**src/rtl/cook_timer.sv**
```systemverilog
// Microwave countdown timer: BCD MM:SS entry, per-tick countdown while the
// magnetron runs, timerdone flag and a fixed-length expiry beep.
module cook_timer #(
   parameter int BEEP_CYCLES = 3
) (
   input  logic       clk,
   input  logic       reset,
   input  logic       tick,
   input  logic       mag_on,
   input  logic       clearn,
   input  logic       key_valid,
   input  logic [3:0] key_digit,
   output logic [3:0] min_tens,
   output logic [3:0] min_ones,
   output logic [3:0] sec_tens,
   output logic [3:0] sec_ones,
   output logic       timerdone,
   output logic       beep
);

   localparam int CW = (BEEP_CYCLES < 2) ? 1 : $clog2(BEEP_CYCLES + 1);

   typedef enum logic [1:0] {
      ENTRY,
      RUN,
      DONE
   } state_t;

   state_t        state_q, state_d;
   logic [3:0]    mt_q, mt_d;
   logic [3:0]    mo_q, mo_d;
   logic [3:0]    st_q, st_d;
   logic [3:0]    so_q, so_d;
   logic [CW-1:0] bcnt_q, bcnt_d;
   logic          done_q, done_d;
   logic          beep_q, beep_d;
   logic          zero_q;
   logic          key_ok;

   assign zero_q = ({mt_q, mo_q, st_q, so_q} == 16'd0);
   assign key_ok = key_valid && (key_digit <= 4'd9);

   always_comb begin
      state_d = state_q;
      mt_d    = mt_q;
      mo_d    = mo_q;
      st_d    = st_q;
      so_d    = so_q;
      bcnt_d  = (bcnt_q != '0) ? bcnt_q - CW'(1) : '0;

      if (!mag_on) begin
         if (!clearn) begin
            mt_d    = 4'd0;
            mo_d    = 4'd0;
            st_d    = 4'd0;
            so_d    = 4'd0;
            state_d = ENTRY;
         end else if (key_ok) begin
            // A fresh entry after expiry starts from an empty display
            if (state_q == DONE) begin
               mt_d = 4'd0;
               mo_d = 4'd0;
               st_d = 4'd0;
            end else begin
               mt_d = mo_q;
               mo_d = st_q;
               st_d = so_q;
            end
            so_d    = key_digit;
            state_d = ENTRY;
         end else if (state_q == RUN) begin
            state_d = ENTRY;
         end
      end else begin
         unique case (state_q)
            ENTRY: state_d = RUN;
            RUN: begin
               if (tick && !zero_q) begin
                  if (so_q != 4'd0) begin
                     so_d = so_q - 4'd1;
                  end else begin
                     so_d = 4'd9;
                     if (st_q != 4'd0) begin
                        st_d = st_q - 4'd1;
                     end else begin
                        st_d = 4'd5;
                        if (mo_q != 4'd0) begin
                           mo_d = mo_q - 4'd1;
                        end else begin
                           mo_d = 4'd9;
                           mt_d = mt_q - 4'd1;
                        end
                     end
                  end
                  if ({mt_d, mo_d, st_d, so_d} == 16'd0) begin
                     state_d = DONE;
                     bcnt_d  = CW'(BEEP_CYCLES);
                  end
               end
            end
            default: state_d = state_q;
         endcase
      end

      done_d = ({mt_d, mo_d, st_d, so_d} == 16'd0);
      beep_d = (bcnt_d != '0);
   end

   always_ff @(posedge clk) begin
      if (reset) begin
         state_q <= ENTRY;
         mt_q    <= 4'd0;
         mo_q    <= 4'd0;
         st_q    <= 4'd0;
         so_q    <= 4'd0;
         bcnt_q  <= '0;
         done_q  <= 1'b1;
         beep_q  <= 1'b0;
      end else begin
         state_q <= state_d;
         mt_q    <= mt_d;
         mo_q    <= mo_d;
         st_q    <= st_d;
         so_q    <= so_d;
         bcnt_q  <= bcnt_d;
         done_q  <= done_d;
         beep_q  <= beep_d;
      end
   end

   assign min_tens  = mt_q;
   assign min_ones  = mo_q;
   assign sec_tens  = st_q;
   assign sec_ones  = so_q;
   assign timerdone = done_q;
   assign beep      = beep_q;

endmodule

```
**config.mk**
```make
export PLATFORM = sky130hd
export DESIGN_NAME = cook_timer
export DESIGN_NICKNAME = d
export VERILOG_FILES = /design/src/rtl/cook_timer.sv
export SDC_FILE = /design/constraint.sdc
export NUM_CORES = 1
export LEC_CHECK = 0
export CAP_MARGIN = 10
export CORE_ASPECT_RATIO = 0.7
export CORE_UTILIZATION = 50
export DETAILED_ROUTE_END_ITERATION = 12
export PLACE_DENSITY = 0.74
export SYNTH_ARGS = -nofsm -noshare
export SYNTH_HDL_FRONTEND = slang
export SYNTH_SLANG_ARGS = --single-unit
```
**constraint.sdc**
```tcl
create_clock -name clk -period 6.1 [get_ports clk]
set_input_delay 0.915 -clock clk [delete_from_list [all_inputs] [get_ports clk]]
set_output_delay 0.915 -clock clk [all_outputs]
set_load 0.05 [all_outputs]
```
==> impl_results.md <==
* Met1 wire length at 2100 um
* Worst setup EP type: flop
* Fin. max-slew vios at 0
* Initial drt markers at 272
* Antenna violations before repair at 0
* Critical path data arrival time at 3.81 ns
* Worst hold path cell count at 1
* Final weighted congestion in routability-driven placement at 0.974
* TritonCTS clock tree: yes
* Leakage power of the design at 0.632 nW
* Cells on worst reg2reg path at 9
* Met3 wirelength from detailed routing at 502 um
* Number of synthesized flops with an enable pin at 0
* Post-route minimum period at 3.60 ns
* Clock H-tree levels at 1
* Share of layout cells above drive strength 1 at 6.73%
* Required time at the endpoint of the critical path at 6.31 ns
* PostCTS Resize Cnt at 0
* Ratio of final minimum period to clock period at 59.0%
* Worst voltage drop across the vdd grid at 0.110 mV
* Cell at the root of the clock tree: clkbuf_8
* Final net count at 236
* Top FF cell, synth: dfxtp_1
* Number of distinct library cells after synthesis at 57
* Chip Width at 68.8 um
* Average size of a mapped cell at 7.58 sq um
* P per Cell Area at 178 mW/mm^2
* Number of buffers added on ports at 27
* Number of diodes at 0
* Critical Path Source Type: input port
* Largest fanout on the critical path at 20
* Number of standard-cell rows in the floorplan at 16
* Number of top-level design ports at 28
* Post-DR vias/cell at 6.64
* Dpl hpwl at 3210 um
* Gr usage total at 29.4%
* Worst clock skew at 0.00703 ns
* Maximum number of pins on one net before global-route repair at 22
* Clock Sink Count at 22
* # DRC at 0
* Drt first pass iters at 6
* Highest metal used: met4
* Vias in the first global route at 1588
* Max-slew headroom at 39.8%
* Yosys reg bits at 22
* Total gr overflow at 0
* Slack of the worst reg-to-reg path at 3.37 ns
* Number of hold buffers added after CTS at 0
* Final setup violation count at 0
* Most common library cell in the layout ignoring fill and taps: clkdlybuf4s50_1
* Metal2 WL at 1950 um
* Final routed wirelength across all metal layers at 4600 um
* Cell count after synthesis at 206
* Area of the mapped netlist at 0.00156 sq mm
* Tightest Pin Transition at 0.902 ns
* Register clock-pin slew on the reported worst setup and hold paths at 0.09 ns
* Number of endpoints with negative hold slack in the final report at 0
* Max cap viols at 0
* Total vias in the final route at 1719
* Fmax at 0.278 GHz
* Setup repair after global routing missed its margin: false
* Sum of negative setup slack at 0 ns
* First-pass GRT wire length at 7510 um
* Sequential cell area fraction in the yosys report at 28.2%
* Synthesis-to-finish area growth at 20.4%
* Post-DRT Antenna Nets at 0
* Starting utilization of the core area at 54.2%
* Placed Cells at 255
* Async set-or-reset flop fraction in the synthesized netlist at 0%
* CTS max path bufs at 2
* Worst hold path type: reg2reg
* Die span in y at 48.8 um
* Top library cells by usage in the layout, fill and taps aside: 27 x clkdlybuf4s50_1, 22 x nor2_1, 22 x dfxtp_1
* Final instance count without filler cells at 259
* Net Count, Synth at 218
* Crit path kind: in2reg
* Number of buffers added by the clock tree synthesis step at 3
* Die area at 0.00335 sq mm
* Total number of yosys warnings at 0
* Number of buffers inserted to repair setup after CTS at 0
* Average wire length per cell after detail routing at 17.8 um
* Clock insertion delay at the later pin of the skew report at 0.26 ns
* Run status: completed
* Standard cell core area at 0.00288 sq mm
sequential cells by signal (all words and copies together) (netlist names):
register / flops
min_ones: 4
beep: 1
bcnt_q: 2
state_q: 2
sec_tens: 4
timerdone: 1
min_tens: 4
sec_ones: 4
power by group:
part | internal, W | total (W) | switching [W]
Clock | 0.0000876 | 0.000138 | 0.0000505
Sequential | 0.000145 | 0.000148 | 0.00000245
Combinational | 0.0000172 | 0.0000480 | 0.0000309
Total | 0.000250 | 0.000334 | 0.0000838
routing by layer:
layer	vias up	track usage, %
met5	-	0
met4	0	4.76
met3	10	8.96
met2	113	41.7
met1	795	44.1
li1	801	-
final cells by class:
cell class | count | area, sq um
clock buffers | 3 | 41.3
clock inverters | 1 | 30.0
fillers | 266 | 1000
inverters | 9 | 33.8
multi-input cells | 161 | 1020
flip-flops and latches | 22 | 440
well taps | 36 | 45.0
repair buffers | 27 | 270
stage by stage:
step / area, sq um / setup slack [ns] / utilization (%) / power, W / hold slack, ns
after floorplan: 1560 / 3.37 / - / 0.000183 / 0.423
after global placement: 1810 / 2.37 / 62.7 / 0.000197 / 0.435
after detailed placement: 1810 / 2.39 / 62.7 / 0.000197 / 0.455
after CTS: 1880 / 2.65 / 65.2 / 0.000333 / 0.467
after global routing: 1880 / 2.39 / 65.2 / 0.000343 / 0.490
final: 1880 / 2.50 / 65.2 / 0.000334 / 0.466
cell usage after synthesis, types with 3 or more instances:
library cell / number / area share, %
a21oi_1: 17 / 5.4
a22oi_1: 3 / 1.4
and4_1: 3 / 1.7
clkbuf_1: 10 / 2.4
dfxtp_1: 22 / 28
inv_1: 8 / 1.9
mux2i_1: 3 / 1.9
nand2_1: 17 / 4.1
nand2b_1: 3 / 1.2
nand3_1: 8 / 2.6
nand4_1: 7 / 2.8
nor2_1: 22 / 5.3
nor3_1: 5 / 1.6
o211ai_1: 4 / 1.9
o21ai_0: 16 / 5.1
o31ai_1: 3 / 1.4
or4_1: 3 / 1.4
final timing paths:
kind                                from                    to
setup / recovery                  mag_on  timerdone$_SDFF_PP1_
hold reg to reg     bcnt_q[0]$_SDFF_PP0_  bcnt_q[0]$_SDFF_PP0_
setup reg to reg  min_tens[1]$_SDFF_PP0_  timerdone$_SDFF_PP1_
hold / removal      bcnt_q[0]$_SDFF_PP0_  bcnt_q[0]$_SDFF_PP0_
worst max-delay path: stages:
cell and delay, ns:
clkdlybuf4s50_1 0.99, clkinv_1 0.54, nand2_1 0.41, nor2_1 0.17, o21ai_0 0.21, o311a_1 0.20, and4_1 0.19, a41o_1 0.17
kinds of logic (layout without fill, tap and decap cells):
logic type / after synthesis / in the layout / synth area share, %
buffers and inverters: 23 / 40 / 6.57
DFF: 22 / 22 / 28.2
AOI/OAI and AO/OA: 62 / 62 / 26.0
xor gates and xnor gates: 3 / 3 / 1.68
adders and majority gates: 2 / 2 / 1.60
muxes: 4 / 4 / 2.88
and+or+nand+nor: 90 / 90 / 33.0
No activity file was read; power rests on OpenSTA's default activity.
==> variant (same flow settings) <==
`BEEP_CYCLES`: 3 -> 6.
--- a/src/rtl/cook_timer.sv
+++ b/src/rtl/cook_timer.sv
@@ -2,5 +2,5 @@
 // magnetron runs, timerdone flag and a fixed-length expiry beep.
 module cook_timer #(
-   parameter int BEEP_CYCLES = 3
+   parameter int BEEP_CYCLES = 6
 ) (
    input  logic       clk,
Behaviour: not the same (Yosys sat finds a counterexample within 10 cycles, from zero or initial values and one cycle with reset high).
==> variant against the unedited design <==
- the run now ends with design-rule violations left
- area after synthesis grew 7.5%
- sequential share of layout area fell by 0.32 points
- setup slack gained 0.36 ns
- critical path depth unchanged
- final area increased by 6.0%
- fmax increased by 11%
- clock power down 29%
- register-to-register slack gained 0.20 ns
- final cell count is 5.8% higher
- utilization down 2.3 points
- wire length rose by 4.6%
- sequential cell count grew 1
- total power decreased by 9.5%
- die area grew 7.3%
- critical endpoint unchanged
- largest cell class unchanged
==> variant: results (changes against the unedited design) <==
| Metric | Value |
|---|---|
| Status | finished, violations left |
| Failing checks | design-rule violations |
| Seq area share | 23.1% (-0.32 points) |
| Final #Nets | 251 (+6.4%) |
| Number of non-clock inverters | 7 (-2) |
| Global placement routability congestion | 0.980 (+0.68%) |
| Multi-input gate count | 175 (+8.7%) |
| Peak VDD IR | 85.5 uV (-22%) |
| Hold path cells | 2 (+1) |
| Synth Area in Compound Gates | 23.5% (-2.5 points) |
| CP peak stage delay | 0.94 ns (-0.05 ns) |
| Seq cells post-synth | 23 (+4.5%) |
| Vias in the first global route | 1590 (+0.13%) |
| Reg-to-Reg Start | min_tens[0] |
| LEAKAGE | 0.000677 uW (+7.2%) |
| Synth unique cells | 62 (+8.8%) |
| Post-synth top cells | nand2_1 (25), dfxtp_1 (23), nor2_1 (23) |
| Post-synthesis mux area share | 3.58% (+0.69 points) |
| DRC violations left | 2 (+2) |
| Sequential area share after synthesis | 27.4% (-0.78 points) |
| Multi-input gate area | 1140 um2 (+12%) |
| Drt first pass iters | 9 (+3) |
| Worst EP arrival | 3.40 ns (-0.41 ns) |
| Min-Delay Endpoint | state_q[1] |
| FILL cells | 277 (+4.1%) |
| Max_slew headroom | 32.2% (-7.5 points) |
| Adder-cell share of the synthesized area | 2.98% (+1.4 points) |
| Synth top area cells | dfxtp_1 (27%), nand2_1 (5.6%), nor2_1 (5.1%), a21oi_1 (4.8%), nand3_1 (4.5%) |
| Comb power | 50.2 uW (+4.6%) |
| Pin count of the biggest net entering global routing | 30 (+36%) |
| Clock group total power | 97.5 uW (-29%) |
| Aggregate global-route resource usage | 29.1% (-0.36 points) |
| Data buffer area share | 13.6% (-0.81 points) |
| R2R setup slack | 3.57 ns (+0.20 ns) |
| Via-to-Cell Ratio | 6.41 (-3.4%) |
| Post-synthesis xor/xnor area fraction | 2.09% (+0.40 points) |
| CP max FO | 29 (+45%) |
==> variant: layer usage <==
metal	GRT usage, %	vias up	wire length [um]	share of wire [%]
met5	0	-	0	0
met4	10.7	0	87	1.8
met3	6.02	9	398	8.3
met2	42.9	102	2070	43
met1	41.5	815	2260	47
li1	-	831	-	-
==> variant: stage by stage <==
| stage | total power, uW | worst slack (ns) | hold slack [ns] | cells | utilization, % |
|---|---|---|---|---|---|
| final | 302 | 2.86 | 0.536 | 274 | 62.9 |
| after global routing | 317 | 2.79 | 0.557 | 274 | 62.9 |
| after CTS | 306 | 2.99 | 0.535 | 274 | 62.9 |
| after detailed placement | 207 | 2.70 | 0.521 | 270 | 61.4 |
| after global placement | 206 | 2.77 | 0.498 | 270 | 61.4 |
| after floorplan | 191 | 3.45 | 0.473 | 217 | - |
==> variant: worst max-delay path by stage <==
stage | cells after the start | to
final | 8 | timerdone
after global routing | 8 | timerdone
after CTS | 8 | timerdone
after detailed placement | 8 | timerdone
after global placement | 8 | timerdone
after floorplan | 8 | bcnt_q[0]
